## src/rtl/pipeline_ctrl_pkg.sv

```systemverilog
// Shared types for the pipeline stall controller: FSM states, the bundle of
// pipeline-register control outputs, and the normal-flow control decode.
package pipeline_ctrl_pkg;

  typedef enum logic [1:0] {
    ST_IDLE     = 2'd0,
    ST_RUN      = 2'd1,
    ST_MEM_WAIT = 2'd2,
    ST_ERROR    = 2'd3
  } state_e;

  typedef struct packed {
    logic pc_write;
    logic if_id_write;
    logic if_id_flush;
    logic id_ex_bubble;
    logic back_write;
  } ctrl_t;

  // Every write enable low, no flush, no bubble: the whole pipeline holds.
  localparam ctrl_t CTRL_FREEZE = '0;

  // Flowing-pipeline decode. Load-use wins over branch because the branch
  // operands sitting in ID are not valid until the load has been forwarded.
  function automatic ctrl_t run_ctrl(input logic load_use, input logic branch_taken);
    ctrl_t c;
    c.pc_write     = 1'b1;
    c.if_id_write  = 1'b1;
    c.if_id_flush  = 1'b0;
    c.id_ex_bubble = 1'b0;
    c.back_write   = 1'b1;
    if (load_use) begin
      c.pc_write     = 1'b0;
      c.if_id_write  = 1'b0;
      c.id_ex_bubble = 1'b1;
    end else if (branch_taken) begin
      c.if_id_flush = 1'b1;
    end
    return c;
  endfunction

endpackage

```

## src/rtl/pipeline_stall_ctrl_if.sv

```systemverilog
// Handshake bundle between the CPU top level and the pipeline stall controller.
interface pipeline_stall_ctrl_if #(
  parameter int unsigned CNT_WIDTH = 32
);
  logic                 start_i;
  logic                 load_use_i;
  logic                 branch_taken_i;
  logic                 dmem_req_i;
  logic                 dmem_ack_i;
  logic                 pc_write_o;
  logic                 if_id_write_o;
  logic                 if_id_flush_o;
  logic                 id_ex_bubble_o;
  logic                 back_write_o;
  logic                 mem_err_o;
  logic [CNT_WIDTH-1:0] stall_cnt_o;

  // CPU side: drives the stall/flush/memory requests, consumes the enables.
  modport master (
    output start_i, load_use_i, branch_taken_i, dmem_req_i, dmem_ack_i,
    input  pc_write_o, if_id_write_o, if_id_flush_o, id_ex_bubble_o,
           back_write_o, mem_err_o, stall_cnt_o
  );

  // Controller side.
  modport slave (
    input  start_i, load_use_i, branch_taken_i, dmem_req_i, dmem_ack_i,
    output pc_write_o, if_id_write_o, if_id_flush_o, id_ex_bubble_o,
           back_write_o, mem_err_o, stall_cnt_o
  );
endinterface

```

## src/rtl/sat_counter.sv

```systemverilog
// Saturating up-counter with enable and asynchronous active-low clear.
module sat_counter #(
  parameter int unsigned WIDTH = 32
) (
  input  logic             clk_i,
  input  logic             rst_ni,
  input  logic             en_i,
  output logic [WIDTH-1:0] cnt_o
);

  logic [WIDTH-1:0] cnt_q;
  logic [WIDTH-1:0] cnt_d;

  // Next count: increment when enabled, stick at all-ones.
  always_comb begin
    cnt_d = cnt_q;
    if (en_i && (cnt_q != '1)) begin
      cnt_d = cnt_q + 1'b1;
    end
  end

  // Count register, cleared asynchronously.
  always_ff @(posedge clk_i or negedge rst_ni) begin
    if (!rst_ni) begin
      cnt_q <= '0;
    end else begin
      cnt_q <= cnt_d;
    end
  end

  assign cnt_o = cnt_q;

endmodule

```

## src/rtl/pipeline_stall_ctrl.sv

```systemverilog
// Pipeline stall controller: turns load-use stalls, ID-stage branch flushes and
// the data-memory handshake into pipeline-register write enables, IF/ID flush
// and ID/EX bubble. Freezes the pipeline across multi-cycle memory accesses,
// flags a sticky error on memory timeout and counts stall cycles.
module pipeline_stall_ctrl
  import pipeline_ctrl_pkg::*;
#(
  parameter int unsigned MEM_TIMEOUT = 16,
  parameter int unsigned CNT_WIDTH   = 32
) (
  input logic                  clk_i,
  input logic                  rst_i,
  pipeline_stall_ctrl_if.slave bus
);

  localparam int unsigned WAIT_W = $clog2(MEM_TIMEOUT);

  state_e            state_q;
  state_e            state_d;
  logic [WAIT_W-1:0] wait_cnt_q;
  logic [WAIT_W-1:0] wait_cnt_d;
  ctrl_t             ctrl;
  logic              stall_en;

  // Next-state and Mealy control decode; default is a frozen pipeline.
  always_comb begin
    state_d    = state_q;
    wait_cnt_d = wait_cnt_q;
    ctrl       = CTRL_FREEZE;
    unique case (state_q)
      ST_IDLE: begin
        if (bus.start_i) begin
          state_d = ST_RUN;
        end
      end
      ST_RUN: begin
        if (bus.dmem_req_i && !bus.dmem_ack_i) begin
          state_d    = ST_MEM_WAIT;
          wait_cnt_d = WAIT_W'(1);
        end else begin
          ctrl = run_ctrl(bus.load_use_i, bus.branch_taken_i);
        end
      end
      ST_MEM_WAIT: begin
        if (bus.dmem_ack_i) begin
          ctrl       = run_ctrl(bus.load_use_i, bus.branch_taken_i);
          state_d    = ST_RUN;
          wait_cnt_d = '0;
        end else if (wait_cnt_q == WAIT_W'(MEM_TIMEOUT - 1)) begin
          state_d    = ST_ERROR;
          wait_cnt_d = '0;
        end else begin
          wait_cnt_d = wait_cnt_q + 1'b1;
        end
      end
      ST_ERROR: begin
      end
      default: begin
        state_d = ST_IDLE;
      end
    endcase
  end

  // State and memory-wait counter registers.
  always_ff @(posedge clk_i or negedge rst_i) begin
    if (!rst_i) begin
      state_q    <= ST_IDLE;
      wait_cnt_q <= '0;
    end else begin
      state_q    <= state_d;
      wait_cnt_q <= wait_cnt_d;
    end
  end

  // Stall cycles only count while the CPU is actually executing.
  assign stall_en = ((state_q == ST_RUN) || (state_q == ST_MEM_WAIT)) && !ctrl.pc_write;

  sat_counter #(
    .WIDTH (CNT_WIDTH)
  ) u_stall_cnt (
    .clk_i  (clk_i),
    .rst_ni (rst_i),
    .en_i   (stall_en),
    .cnt_o  (bus.stall_cnt_o)
  );

  assign bus.pc_write_o     = ctrl.pc_write;
  assign bus.if_id_write_o  = ctrl.if_id_write;
  assign bus.if_id_flush_o  = ctrl.if_id_flush;
  assign bus.id_ex_bubble_o = ctrl.id_ex_bubble;
  assign bus.back_write_o   = ctrl.back_write;
  assign bus.mem_err_o      = (state_q == ST_ERROR);

endmodule
```

## src/flat_wrapper.sv

```systemverilog
// flat-port wrapper written by rule: the top's interface ports become plain ports
module pipeline_stall_ctrl_flat import pipeline_ctrl_pkg::*;
#(
  parameter int unsigned MEM_TIMEOUT = 16,
  parameter int unsigned CNT_WIDTH   = 32
)
  (clk_i, rst_i, bus_start_i, bus_load_use_i, bus_branch_taken_i, bus_dmem_req_i, bus_dmem_ack_i, bus_pc_write_o, bus_if_id_write_o, bus_if_id_flush_o, bus_id_ex_bubble_o, bus_back_write_o, bus_mem_err_o, bus_stall_cnt_o);
  pipeline_stall_ctrl_if #(.CNT_WIDTH(CNT_WIDTH)) bus_i ();
  input logic clk_i;
  input logic rst_i;
  input wire logic [$bits(bus_i.start_i)-1:0] bus_start_i;
  input wire logic [$bits(bus_i.load_use_i)-1:0] bus_load_use_i;
  input wire logic [$bits(bus_i.branch_taken_i)-1:0] bus_branch_taken_i;
  input wire logic [$bits(bus_i.dmem_req_i)-1:0] bus_dmem_req_i;
  input wire logic [$bits(bus_i.dmem_ack_i)-1:0] bus_dmem_ack_i;
  output wire logic [$bits(bus_i.pc_write_o)-1:0] bus_pc_write_o;
  output wire logic [$bits(bus_i.if_id_write_o)-1:0] bus_if_id_write_o;
  output wire logic [$bits(bus_i.if_id_flush_o)-1:0] bus_if_id_flush_o;
  output wire logic [$bits(bus_i.id_ex_bubble_o)-1:0] bus_id_ex_bubble_o;
  output wire logic [$bits(bus_i.back_write_o)-1:0] bus_back_write_o;
  output wire logic [$bits(bus_i.mem_err_o)-1:0] bus_mem_err_o;
  output wire logic [$bits(bus_i.stall_cnt_o)-1:0] bus_stall_cnt_o;
  assign bus_i.start_i = bus_start_i;
  assign bus_i.load_use_i = bus_load_use_i;
  assign bus_i.branch_taken_i = bus_branch_taken_i;
  assign bus_i.dmem_req_i = bus_dmem_req_i;
  assign bus_i.dmem_ack_i = bus_dmem_ack_i;
  assign bus_pc_write_o = bus_i.pc_write_o;
  assign bus_if_id_write_o = bus_i.if_id_write_o;
  assign bus_if_id_flush_o = bus_i.if_id_flush_o;
  assign bus_id_ex_bubble_o = bus_i.id_ex_bubble_o;
  assign bus_back_write_o = bus_i.back_write_o;
  assign bus_mem_err_o = bus_i.mem_err_o;
  assign bus_stall_cnt_o = bus_i.stall_cnt_o;
  pipeline_stall_ctrl #(.MEM_TIMEOUT(MEM_TIMEOUT), .CNT_WIDTH(CNT_WIDTH)) u_core (.clk_i(clk_i), .rst_i(rst_i), .bus(bus_i));
endmodule
```

## config.mk

```make
export PLATFORM = sky130hd
export DESIGN_NAME = pipeline_stall_ctrl_flat
export DESIGN_NICKNAME = d
export VERILOG_FILES = /design/src/rtl/pipeline_ctrl_pkg.sv /design/src/rtl/pipeline_stall_ctrl_if.sv /design/src/rtl/sat_counter.sv /design/src/rtl/pipeline_stall_ctrl.sv /design/src/flat_wrapper.sv
export SDC_FILE = /design/constraint.sdc
export NUM_CORES = 1
export LEC_CHECK = 0
export CORE_MARGIN = 2
export CORE_UTILIZATION = 54
export CTS_CLUSTER_DIAMETER = 60
export DETAILED_ROUTE_END_ITERATION = 7
export HOLD_SLACK_MARGIN = 0.03
export PLACE_DENSITY = 0.82
export SETUP_SLACK_MARGIN = 0.02
export SLEW_MARGIN = 20
export SYNTH_ARGS = -nofsm -noshare
export SYNTH_HDL_FRONTEND = slang
export SYNTH_HIERARCHICAL = 1
export SYNTH_SLANG_ARGS = --single-unit
```

## constraint.sdc

```tcl
create_clock -name clk_i -period 8 [get_ports clk_i]
set_clock_uncertainty 0.15 [all_clocks]
set_input_delay 1.2 -clock clk_i [delete_from_list [all_inputs] [get_ports clk_i]]
set_output_delay 1.2 -clock clk_i [all_outputs]
set_load 0.005 [all_outputs]
```

; Word-level counts from Yosys, hierarchy flattened
; Cells that the tools add are included.
[totals]
ff_bits = 38
in_bits = 7
out_inout_bits = 38
elab_cells = 40
[classes]
n_addsub = 2
n_eq_ne = 8
mux = 16
n_reduce_logical = 11
[ops]
columns = operator, count
row1 = $add A32 B1 Y32 const B, 1
row2 = $ne A32 B32 Y1 const B, 1
row3 = $mux W4, 3
row4 = $mux W2, 5
row5 = $mux W5, 2
row6 = $pmux W5 S2, 1
row7 = $pmux W4 S2, 1
row8 = $pmux W2 S3, 1
row9 = $add A4 B1 Y4 const B, 1
row10 = $eq A2 B2 Y1 const B, 2
row11 = $eq A4 B4 Y1 const B, 1
row12 = $reduce_and A4 Y1, 1
row13 = $logic_and A1 B1 Y1, 3
row14 = $mux W1, 3
row15 = $ne A3 B2 Y1 const B, 1
row16 = $reduce_bool A3 Y1, 1
row17 = $eq A2 B1 Y1 const B, 1
row18 = $logic_not A1 Y1, 2
row19 = $logic_not A2 Y1, 1
row20 = $ne A2 B1 Y1 const B, 1
row21 = $ne A2 B2 Y1 const B, 1
row22 = $reduce_and A2 Y1, 1
row23 = $reduce_bool A2 Y1, 1
row24 = $logic_or A1 B1 Y1, 1

; Depth between registers and ports, before layout
[depth]
depth_word = 7
mapped_depth = 10
ltp_nobuf = 9

; Hierarchy
; The synthesis kept the hierarchy.
[by_module_without_submodules]
columns = module, n_inst, cells_each, area_each_um2, seq_area_each_um2
row1 = sat_counter, 1, 151, 1624.1, 800.8
row2 = pipeline_stall_ctrl, 1, 52, 479.2, 150.1

; Worst setup path after synthesis
; OpenSTA, ideal clock, no wires.
[synth_path]
path_type = in2out
start = input port bus_dmem_ack_i
end = output port bus_pc_write_o
t_arrival_ns = 1.840
required_ns = 6.650
setup_slack_ns = 4.810
path_stages = 5
path_buffers = 1
path_cell_list = nand2b_4 -> a22o_1 -> nand2_1 -> nor2_1 -> buf_4
[synth_via]
elab_chain_cells = 4
[synth_lines]
columns = element, line
row1 = from (decl), flat_wrapper.sv:15  ; input wire logic [$bits(bus_i.dmem_ack_i)-1:0] bus_dmem_ack_i;
row2 = $logic_not A1 Y1, pipeline_stall_ctrl.sv:37  ; if (bus.dmem_req_i && !bus.dmem_ack_i) begin
row3 = $logic_and A1 B1 Y1, pipeline_stall_ctrl.sv:37
row4 = $mux W5, pipeline_stall_ctrl.sv:37
row5 = $pmux W5 S2 (*), pipeline_stall_ctrl.sv:30  ; unique case (state_q)
row6 = to (decl), flat_wrapper.sv:16  ; output wire logic [$bits(bus_i.pc_write_o)-1:0] bus_pc_write_o;
; Mark *: on every way between the ends. The rest lies on a longest branch, timed or not.

; Final worst setup path
[layout_path]
start = input port bus_dmem_ack_i
end = output port bus_if_id_flush_o
[layout_via]
elab_chain_cells = 4
[layout_lines]
columns = element, line
row1 = $logic_not A1 Y1, pipeline_stall_ctrl.sv:37
row2 = $logic_and A1 B1 Y1, pipeline_stall_ctrl.sv:37
row3 = $mux W5, pipeline_stall_ctrl.sv:37
row4 = $pmux W5 S2 (*), pipeline_stall_ctrl.sv:30
row5 = to (decl), flat_wrapper.sv:18  ; output wire logic [$bits(bus_i.if_id_flush_o)-1:0] bus_if_id_flush_o;
; Marks and branches as above.

==> run metrics <==
status=finished, final reports clean; H-tree depth=2; final cell area excluding filler cells=2670 um2; gr usage total=0.223; final net count=264; top routing layer used=met4; Leak=1.12 nW; Post-Synth Simple-Gate Area=0.262; register bit total from synthesis=38; area of the multi-input gates=1100 um2; setup violators final=0; compound-gate portion of the synthesized area=0.0684; DIE AREA=4410 um2; Post-Route WL=4.34 mm; slowest cell on the critical path=clkdlybuf4s50_1; worst r2r src=u_core/state_q[1]; total power=607 uW; EDFF count, synth=0; Worst EP required=6.65 ns; TritonCTS clock tree=yes; pre-CTS setup slack=3.76 ns; post-synth cell types=46; area share of fa/ha/maj cells after synthesis=0.0357; most common cell after layout, fill and taps aside=clkdlybuf4s50_1; Pwr Density=228 nW/um2; Rows=22; Filler Cells Inserted=287; Met3 Wirelength=240 um; Worst Path Arrival=2.89 ns; post-route DRC violation count=0; highest ir drop seen on vdd=0.212 mV; drt first pass iters=4; Slew HR=0.470; max-slew violations=0; Port Buffer Count=44; minimum hold slack=0.352 ns; largest net degree at the start of global routing=39; post-synthesis sequential area ratio=0.452; main flop type after synthesis=dfrtp_1; Fmax=236 MHz; WL met1=1.95 mm; RSZ-0062 raised after global routing=no; clock sink count=38; die height=66.4 um; worst reg2reg path endpoint=u_core/u_stall_cnt/cnt_o[29]; placed inst area=2580 um2; TritonCTS Buffers=5; clock root buffer=clkbuf_8; CP most frequent cell=clkdlybuf4s50_1; Syn Nets=216; worst hold path class=reg2reg; hold path depth=1; DP HPWL=3.18 mm; Worst-Skew Late Latency=0.30 ns; remaining global-route overflow=0; Mean Syn Cell Area=10.4 um2; final antenna-violating net count=0; reg2reg path depth=9; multiplexer share of the synthesized area=0.0321; initial antenna violation count=0; share of cells above drive strength 1=0.0952; Clock transition at path regs=0.07 ns; synthesized area=2100 um2; CP max stage delay=0.53 ns; vias in the first global route=1602; post-route minimum period=4.24 ns; setup repair bufs after CTS=0; XOR/XNOR Fraction of Synth Area=0.125; area delta synth->final=26.8%; DRT iter0 DRCs=154; number of synthesis warnings=6; post-DR vias/cell=5.55; Worst Path Max Fanout=5; Post-Route Utilization=0.718; cells along the critical path=clkdlybuf4s50_1 -> nand2b_4 -> a22o_1 -> nand2_1 -> nor3b_1 -> clkdlybuf4s50_1; Top Ports=45; largest family of logic cells by synthesized area=simple AND/OR/NAND/NOR gates; Crit. End Element=output port; Hold Startpoint=u_core/wait_cnt_q[3]; chip width=66.4 um; slew of the pin with the lowest slew margin=0.794 ns; drt wl/cell=14.5 um; post-CTS sizing=0; first-pass GRT wire length=7.40 mm; via total after detailed routing=1664; fin cells=300; Initial Utilization=0.566; met2 WL=2.08 mm; Worst Hold End=u_core/wait_cnt_q[3]; CP Launch Type=primary input; setup TNS=0 ns; final worst path period share=0.530; Core ar.=3720 um2; placed cells=292; asr flop ratio synth=1.00; setup ws final=3.76 ns; FF-to-FF setup slack=4.99 ns; WS Path Type=in2out; Cells after Synth=203; register area=951 um2; Final Hold Viols=0; Hold Buf Count CTS=0; clk buf depth=2; gp weighted congestion=0.802; most frequent cells in the layout=clkdlybuf4s50_1, dfrtp_1, xnor2_1; max-capacitance violation count=0; Diodes inserted=0
-- layout make-up --
class	count	share of cell area
clock inverters	1	0.00188
inverters	8	0.0113
multi-input cells	154	0.412
clock buffers	7	0.0324
well taps	48	0.0225
repair buffers	44	0.163
flip-flops and latches	38	0.356
-- worst max-delay path, delay by kind of cell --
| family | cells | cell delay, ns |
|---|---|---|
| AOI/OAI and AO/OA | 1 | 0.17 |
| buffers and inverters | 2 | 1.05 |
| and+or+nand+nor | 3 | 0.48 |
-- kinds of logic after synthesis --
| group | count (synthesis) |
|---|---|
| buf+inv | 11 |
| mux | 6 |
| simple gates | 94 |
| fa+ha+maj | 6 |
| xor+xnor | 30 |
| flops | 38 |
| compound gates | 18 |
-- synth_stat cells (2+ instances only) --
| library cell | instances | area (um2) |
|---|---|---|
| and4_1 | 4 | 35.0 |
| and3_1 | 3 | 18.8 |
| nor3_1 | 3 | 15.0 |
| nor3_2 | 2 | 20.0 |
| nor4_1 | 3 | 18.8 |
| dfrtp_1 | 38 | 951 |
| ha_1 | 6 | 75.1 |
| inv_1 | 7 | 26.3 |
| or4_4 | 2 | 22.5 |
| xor2_1 | 6 | 52.6 |
| nand3_1 | 17 | 85.1 |
| o21ai_1 | 3 | 15.0 |
| nand4_1 | 15 | 93.8 |
| xnor2_1 | 24 | 210 |
| o211ai_1 | 2 | 15.0 |
| nand2b_1 | 2 | 12.5 |
| nor2_1 | 12 | 45.0 |
| nand2_1 | 21 | 78.8 |
| mux2i_1 | 3 | 30.0 |
| a21oi_1 | 4 | 20.0 |
-- routing by layer --
metal	global-route usage	vias up
met2	0.361	49
li1	-	821
met5	0	-
met4	0.102	0
met3	0.0579	8
met1	0.279	786
-- power by group --
group / switching, mW / internal [mW] / total [mW] / leakage [nW]
Sequential: 0.0331 / 0.219 / 0.252 / 0.513
Clock: 0.0662 / 0.0695 / 0.136 / 0.0482
Combinational: 0.103 / 0.117 / 0.220 / 0.560
Total: 0.203 / 0.405 / 0.607 / 1.12
-- flip-flops by register name, summed over array words and instances (netlist names) --
signal / count
u_core/u_stall_cnt/cnt_o: 32
u_core/state_q: 2
u_core/wait_cnt_q: 4
-- worst max path at each step --
stage                    from           endpoint  slack, ns  cells after the start
2_1_floorplan  bus_dmem_ack_i     bus_pc_write_o       4.81                      5
3_3_place_gp   bus_dmem_ack_i  bus_if_id_flush_o       3.79                      6
3_5_place_dp   bus_dmem_ack_i  bus_if_id_flush_o       3.76                      6
4_1_cts        bus_dmem_ack_i  bus_if_id_flush_o       3.76                      6
5_1_grt        bus_dmem_ack_i  bus_if_id_flush_o       3.64                      6
6_report       bus_dmem_ack_i  bus_if_id_flush_o       3.76                      6
No activity file was read; power rests on OpenSTA's default activity.
